<file path="config.mk">
export PLATFORM = sky130hd
export DESIGN_NAME = pipeline_latch_bank
export DESIGN_NICKNAME = d
export VERILOG_FILES = /design/src/rtl/pipeline_latch_bank.sv
export SDC_FILE = /design/constraint.sdc
export NUM_CORES = 1
export LEC_CHECK = 0
export CAP_MARGIN = 20
export CELL_PAD_IN_SITES_DETAIL_PLACEMENT = 0
export CELL_PAD_IN_SITES_GLOBAL_PLACEMENT = 1
export CORE_AREA = 5 5 343 345
export CTS_BUF_LIST = sky130_fd_sc_hd__clkbuf_2 sky130_fd_sc_hd__clkbuf_4 sky130_fd_sc_hd__clkbuf_8
export DETAILED_ROUTE_END_ITERATION = 6
export DIE_AREA = 0 0 348 350
export GPL_TIMING_DRIVEN = 0
export PLACE_DENSITY_LB_ADDON = 0.1
export SYNTH_ARGS = -nofsm -noshare
export SYNTH_HDL_FRONTEND = slang
export SYNTH_SLANG_ARGS = --single-unit
</file>
<file path="constraint.sdc">
create_clock -name clk_i -period 2.02 [get_ports clk_i]
set_input_delay 0.404 -clock clk_i [delete_from_list [all_inputs] [get_ports clk_i]]
set_output_delay 0.404 -clock clk_i [all_outputs]
set_load 0.03 [all_outputs]
</file>
<file path="src/rtl/pipeline_latch_bank.sv">
// rtl/pipeline_latch_bank.sv - FD/DE/EM/MW inter-stage registers with halt, drain and debug counters
module pipeline_latch_bank #(
    parameter int FD_W  = 64,
    parameter int DE_W  = 128,
    parameter int EM_W  = 128,
    parameter int MW_W  = 96,
    parameter int CNT_W = 16
) (
    input  logic             clk_i,
    input  logic             rst_i,
    input  logic             fd_en_i,
    input  logic             de_en_i,
    input  logic             em_en_i,
    input  logic             mw_en_i,
    input  logic             fd_flush_i,
    input  logic             de_flush_i,
    input  logic             em_flush_i,
    input  logic             mw_flush_i,
    input  logic [FD_W-1:0]  fd_d_i,
    input  logic             fd_vld_in_i,
    input  logic [DE_W-1:0]  de_d_i,
    input  logic [EM_W-1:0]  em_d_i,
    input  logic [MW_W-1:0]  mw_d_i,
    input  logic             halt_dec_i,
    output logic [FD_W-1:0]  fd_q_o,
    output logic [DE_W-1:0]  de_q_o,
    output logic [EM_W-1:0]  em_q_o,
    output logic [MW_W-1:0]  mw_q_o,
    output logic             fd_vld_o,
    output logic             de_vld_o,
    output logic             em_vld_o,
    output logic             mw_vld_o,
    output logic             halt_out_o,
    output logic             drained_o,
    output logic [CNT_W-1:0] stall_cnt_o,
    output logic [CNT_W-1:0] flush_cnt_o
);

    logic [FD_W-1:0]  fd_q_q, fd_q_d;
    logic [DE_W-1:0]  de_q_q, de_q_d;
    logic [EM_W-1:0]  em_q_q, em_q_d;
    logic [MW_W-1:0]  mw_q_q, mw_q_d;
    logic             fd_vld_q, fd_vld_d, de_vld_q, de_vld_d;
    logic             em_vld_q, em_vld_d, mw_vld_q, mw_vld_d;
    logic             de_h_q, de_h_d, em_h_q, em_h_d, mw_h_q, mw_h_d;
    logic             halt_q, halt_d;
    logic [CNT_W-1:0] stall_cnt_q, stall_cnt_d, flush_cnt_q, flush_cnt_d;
    logic             stall_evt, flush_evt;

    // A retired HALT freezes every load; flushes still apply.
    always_comb begin
        fd_q_d   = fd_q_q;   fd_vld_d = fd_vld_q;
        de_q_d   = de_q_q;   de_vld_d = de_vld_q;  de_h_d = de_h_q;
        em_q_d   = em_q_q;   em_vld_d = em_vld_q;  em_h_d = em_h_q;
        mw_q_d   = mw_q_q;   mw_vld_d = mw_vld_q;  mw_h_d = mw_h_q;

        if (fd_flush_i) begin
            fd_q_d = '0; fd_vld_d = 1'b0;
        end else if (fd_en_i && !halt_q) begin
            fd_q_d = fd_d_i; fd_vld_d = fd_vld_in_i;
        end

        if (de_flush_i) begin
            de_q_d = '0; de_vld_d = 1'b0; de_h_d = 1'b0;
        end else if (de_en_i && !halt_q) begin
            de_q_d = de_d_i; de_vld_d = fd_vld_q; de_h_d = halt_dec_i & fd_vld_q;
        end

        if (em_flush_i) begin
            em_q_d = '0; em_vld_d = 1'b0; em_h_d = 1'b0;
        end else if (em_en_i && !halt_q) begin
            em_q_d = em_d_i; em_vld_d = de_vld_q; em_h_d = de_h_q;
        end

        if (mw_flush_i) begin
            mw_q_d = '0; mw_vld_d = 1'b0; mw_h_d = 1'b0;
        end else if (mw_en_i && !halt_q) begin
            mw_q_d = mw_d_i; mw_vld_d = em_vld_q; mw_h_d = em_h_q;
        end
    end

    assign halt_d    = halt_q | (mw_h_q & mw_vld_q);
    assign stall_evt = !halt_q && ((!fd_en_i && !fd_flush_i) || (!de_en_i && !de_flush_i));
    assign flush_evt = !halt_q && (fd_flush_i || de_flush_i);

    // Both counters saturate at all-ones instead of wrapping.
    assign stall_cnt_d = (stall_evt && !(&stall_cnt_q)) ? stall_cnt_q + CNT_W'(1) : stall_cnt_q;
    assign flush_cnt_d = (flush_evt && !(&flush_cnt_q)) ? flush_cnt_q + CNT_W'(1) : flush_cnt_q;

    always_ff @(posedge clk_i) begin
        if (rst_i) begin
            fd_q_q <= '0; de_q_q <= '0; em_q_q <= '0; mw_q_q <= '0;
            fd_vld_q <= 1'b0; de_vld_q <= 1'b0; em_vld_q <= 1'b0; mw_vld_q <= 1'b0;
            de_h_q <= 1'b0; em_h_q <= 1'b0; mw_h_q <= 1'b0;
            halt_q <= 1'b0;
            stall_cnt_q <= '0; flush_cnt_q <= '0;
        end else begin
            fd_q_q <= fd_q_d; de_q_q <= de_q_d; em_q_q <= em_q_d; mw_q_q <= mw_q_d;
            fd_vld_q <= fd_vld_d; de_vld_q <= de_vld_d;
            em_vld_q <= em_vld_d; mw_vld_q <= mw_vld_d;
            de_h_q <= de_h_d; em_h_q <= em_h_d; mw_h_q <= mw_h_d;
            halt_q <= halt_d;
            stall_cnt_q <= stall_cnt_d; flush_cnt_q <= flush_cnt_d;
        end
    end

    assign fd_q_o      = fd_q_q;
    assign de_q_o      = de_q_q;
    assign em_q_o      = em_q_q;
    assign mw_q_o      = mw_q_q;
    assign fd_vld_o    = fd_vld_q;
    assign de_vld_o    = de_vld_q;
    assign em_vld_o    = em_vld_q;
    assign mw_vld_o    = mw_vld_q;
    assign halt_out_o  = halt_q;
    assign drained_o   = !(fd_vld_q || de_vld_q || em_vld_q || mw_vld_q);
    assign stall_cnt_o = stall_cnt_q;
    assign flush_cnt_o = flush_cnt_q;

endmodule

</file>
==> run summary <==
Worst-Skew Late Latency - 720 ps
cell taking the most area after synthesis - dfxtp_1
max-cap viol count - 0
Area Growth Syn to Fin - 79.1%
Sw Share - 0.272
Final setup viols - 0
Slowest cell on crit path - dfxtp_1
RR Startpoint - flush_cnt_o[1]$_SDFFE_PP0P_
clk buf depth - 3
Yosys cell types - 45
Core Region - 114000 µm²
max_slew headroom - 0.457
largest cells by area after synthesis - dfxtp_1, nand2_1, a21oi_1
min Tclk post-route - 1930 ps
most common cell in the netlist - nand2_1
DRC Markers - 0
PortBufs - 880
Avg Inst Size Synth - 7.87 µm²
total chip power - 22900 µW
Post-synth top cells - nand2_1, dfxtp_1, a21oi_1
die area - 122000 µm²
Post-DRT Antenna Nets - 0
Synth warnings - 0
number of synthesized register bits - 456
Comb pwr share - 0.129
Psw - 6230 µW
WL/cell - 19.9 µm
Post-Route WL - 92100 µm
CP Max Fanout - 7
syn_nets - 2461
actual slew at the worst max-slew pin - 815 ps
first-pass GRT wire length - 128000 µm
Die Y - 350 µm
number of antenna violations at the first check in global routing - 30
Clock Skew - 24.9 ps
row cnt - 124
synthesized area - 16000 µm²
Tightest Hold Check Type - input port to flip-flop
RSZ-0062 raised after global routing - true
# clock sinks - 456
Root Driver - clkbuf_8
I/O pins - 882
HPWL Detailed - 74000 µm
# H-tree levels - 3
Worst-path clk slew - 60 ps
post-layout util - 0.251
Critical Path Sink Type - flip-flop
DR vias - 17.4k
static leakage - 0.0115 µW
Inserted Clock Buffers - 96
CP peak stage delay - 380 ps
initial core utilization - 0.140
Global Route Usage Sum - 0.143
Gate Count Post-Synth - 2031
P per Cell Area - 799 nW/µm²
Worst EP arrival - 2500 ps
largest net degree at the start of global routing - 14
Yosys top cell area share - 0.571
critical path cell sequence - ha_1 > nand3_1 > or2_0 > clkbuf_1 > nor4_2 > xnor2_1 > nor2_1
GPL Wtd Cong - 0.829
status - complete, no violations
Slew Limit Fails - 0
design area - 28600 µm²
clock network power share - 0.459
Startpoint Class - flip-flop
grt ovf - 0
asr flop ratio synth - 0
maximum VDD drop - 0.000390 V
Setup crit start - flush_cnt_o[1]$_SDFFE_PP0P_
Final nets - 3443
setup tns final - 0 ps
Reg power frac - 0.413
share of layout cells above drive strength 1 - 0.128
CTS tree - done
die width - 348 µm
post-route clock period utilization - 0.953
CP required - 2600 ps
initial DRC count - 469
Pre-Repair DR Iteration Count - 5
vias in the first global route - 18.2k
Setup Crit Path Kind - flip-flop to flip-flop
HP Start - em_d_i[72]
post-synthesis sequential area ratio - 0.571
routed vias/inst - 3.78
Post-synth EDFFs - 0
placed instance area - 26700 µm²
dominant synthesized flop cell - dfxtp_1
Max Clk Rate - 519 MHz
Final Hold Viols - 0
Int Pwr - 16600 µW
[final timing paths]
check | to | slack, ps | depth (start not counted)
worst max-delay path | flush_cnt_o[10]$_SDFFE_PP0P_ | 90 | 7
worst min-delay path | em_q_o[72]$_SDFFE_PP0P_ | 230 | 3
worst max register to register | flush_cnt_o[10]$_SDFFE_PP0P_ | 90 | 7
worst min register to register | mw_q_o[87]$_SDFFE_PP0P_ | 450 | 2
[metal layers]
layer  track usage  vias up  share of wire
met5             0        -         0.0016
met4        0.0536       20          0.033
met3        0.0636      155          0.089
met2         0.268      583           0.53
met1         0.139     8068           0.35
li1              -     8598              -
[worst max-delay path: cells and delay by family, from the launching register on]
| kind | cells | cell delay (ps) |
|---|---|---|
| AND/OR/NAND/NOR | 4 | 860 |
| flip-flops | 1 | 380 |
| buffers and inverters | 1 | 220 |
| adder cells (fa/ha/maj) | 1 | 190 |
| XOR/XNOR | 1 | 150 |
[stage by stage]
| stage | hold slack [ps] | std cells | setup WS (ps) |
|---|---|---|---|
| 2_1_floorplan | 432 | 2031 | 79.4 |
| 3_3_place_gp | 443 | 4423 | -1130 |
| 3_5_place_dp | 446 | 4423 | -1170 |
| 4_1_cts | 104 | 4592 | -71.8 |
| 5_1_grt | 126 | 4611 | -61.1 |
| 6_report | 233 | 4615 | 94.9 |
[power by group through the flow]
stage	registers [µW]	logic (µW)	clock network, µW
after floorplan	10100	722	0
after global placement	9620	3130	0
after detailed placement	9630	3140	0
after CTS	9430	3020	11100
after global routing	9460	3180	11500
final	9440	2950	10500
[kinds of logic (layout without fill, tap and decap cells)]
family	Yosys count	after routing	share of synthesized area
AO/OA/AOI/OAI	439	439	0.139
buffers and inverters	150	1202	0.0364
adder cells (fa/ha/maj)	2	2	0.00157
flip-flops	456	456	0.571
AND/OR/NAND/NOR	958	958	0.237
multiplexers	3	3	0.00188
other	0	20	0
XOR/XNOR	23	23	0.0126
[layout make-up]
class	count	area (µm²)
Fill cell	12600	85300
Antenna cell	20	50.0
Tap cell	1512	1890
Multi-Input combinational cell	1425	6330
Sequential cell	456	9140
Buffer	146	662
Inverter	3	11.3
Clock inverter	12	108
Clock buffer	156	1920
Timing Repair Buffer	885	8510
[state kept, by name, summed over array words and instances (netlist names)]
| signal | cells |
|---|---|
| de_h_q | 1 |
| mw_vld_o | 1 |
| mw_h_q | 1 |
| em_q_o | 128 |
| de_vld_o | 1 |
| stall_cnt_o | 16 |
| fd_q_o | 64 |
| mw_q_o | 96 |
| fd_vld_o | 1 |
| flush_cnt_o | 16 |
| em_h_q | 1 |
| halt_out_o | 1 |
| de_q_o | 128 |
| em_vld_o | 1 |
[timing repair]
| item | CTS | global route |
|---|---|---|
| buffers inserted | 1 | 3 |
| hold buffers | 1 | 0 |
| gates resized for setup | 876 | 87 |
| endpoints found under the hold margin | 3 | 0 |
| endpoints found under the setup margin | 787 | 218 |
| pin swaps | 2 | 2 |
[cell usage in the layout, fill, tap and decap left out, types with 4 or more instances in the layout]
cell             Yosys  routed
clkdlybuf4s50_1      0     426
clkinvlp_4           0       5
nand3_1             13      13
diode_2              0      20
buf_2                3      24
clkdlybuf4s15_2      0      94
clkinv_2             0       4
a21oi_1            427     427
clkbuf_1           130      69
nor3_1              10       9
nand4_1              8       8
clkbuf_2             0      68
dfxtp_1            456     448
xnor2_1             17      17
clkbuf_4             0      41
xor2_1               6       6
buf_4                0       8
nor2_1              36      36
dlygate4sd2_1        0     228
clkbuf_8             1     120
clkdlybuf4s15_1      0      96
buf_1               12      10
or2_2                4       4
nand2_1            855     855
dfxtp_2              0       6
(Power assumes the default switching activity.)
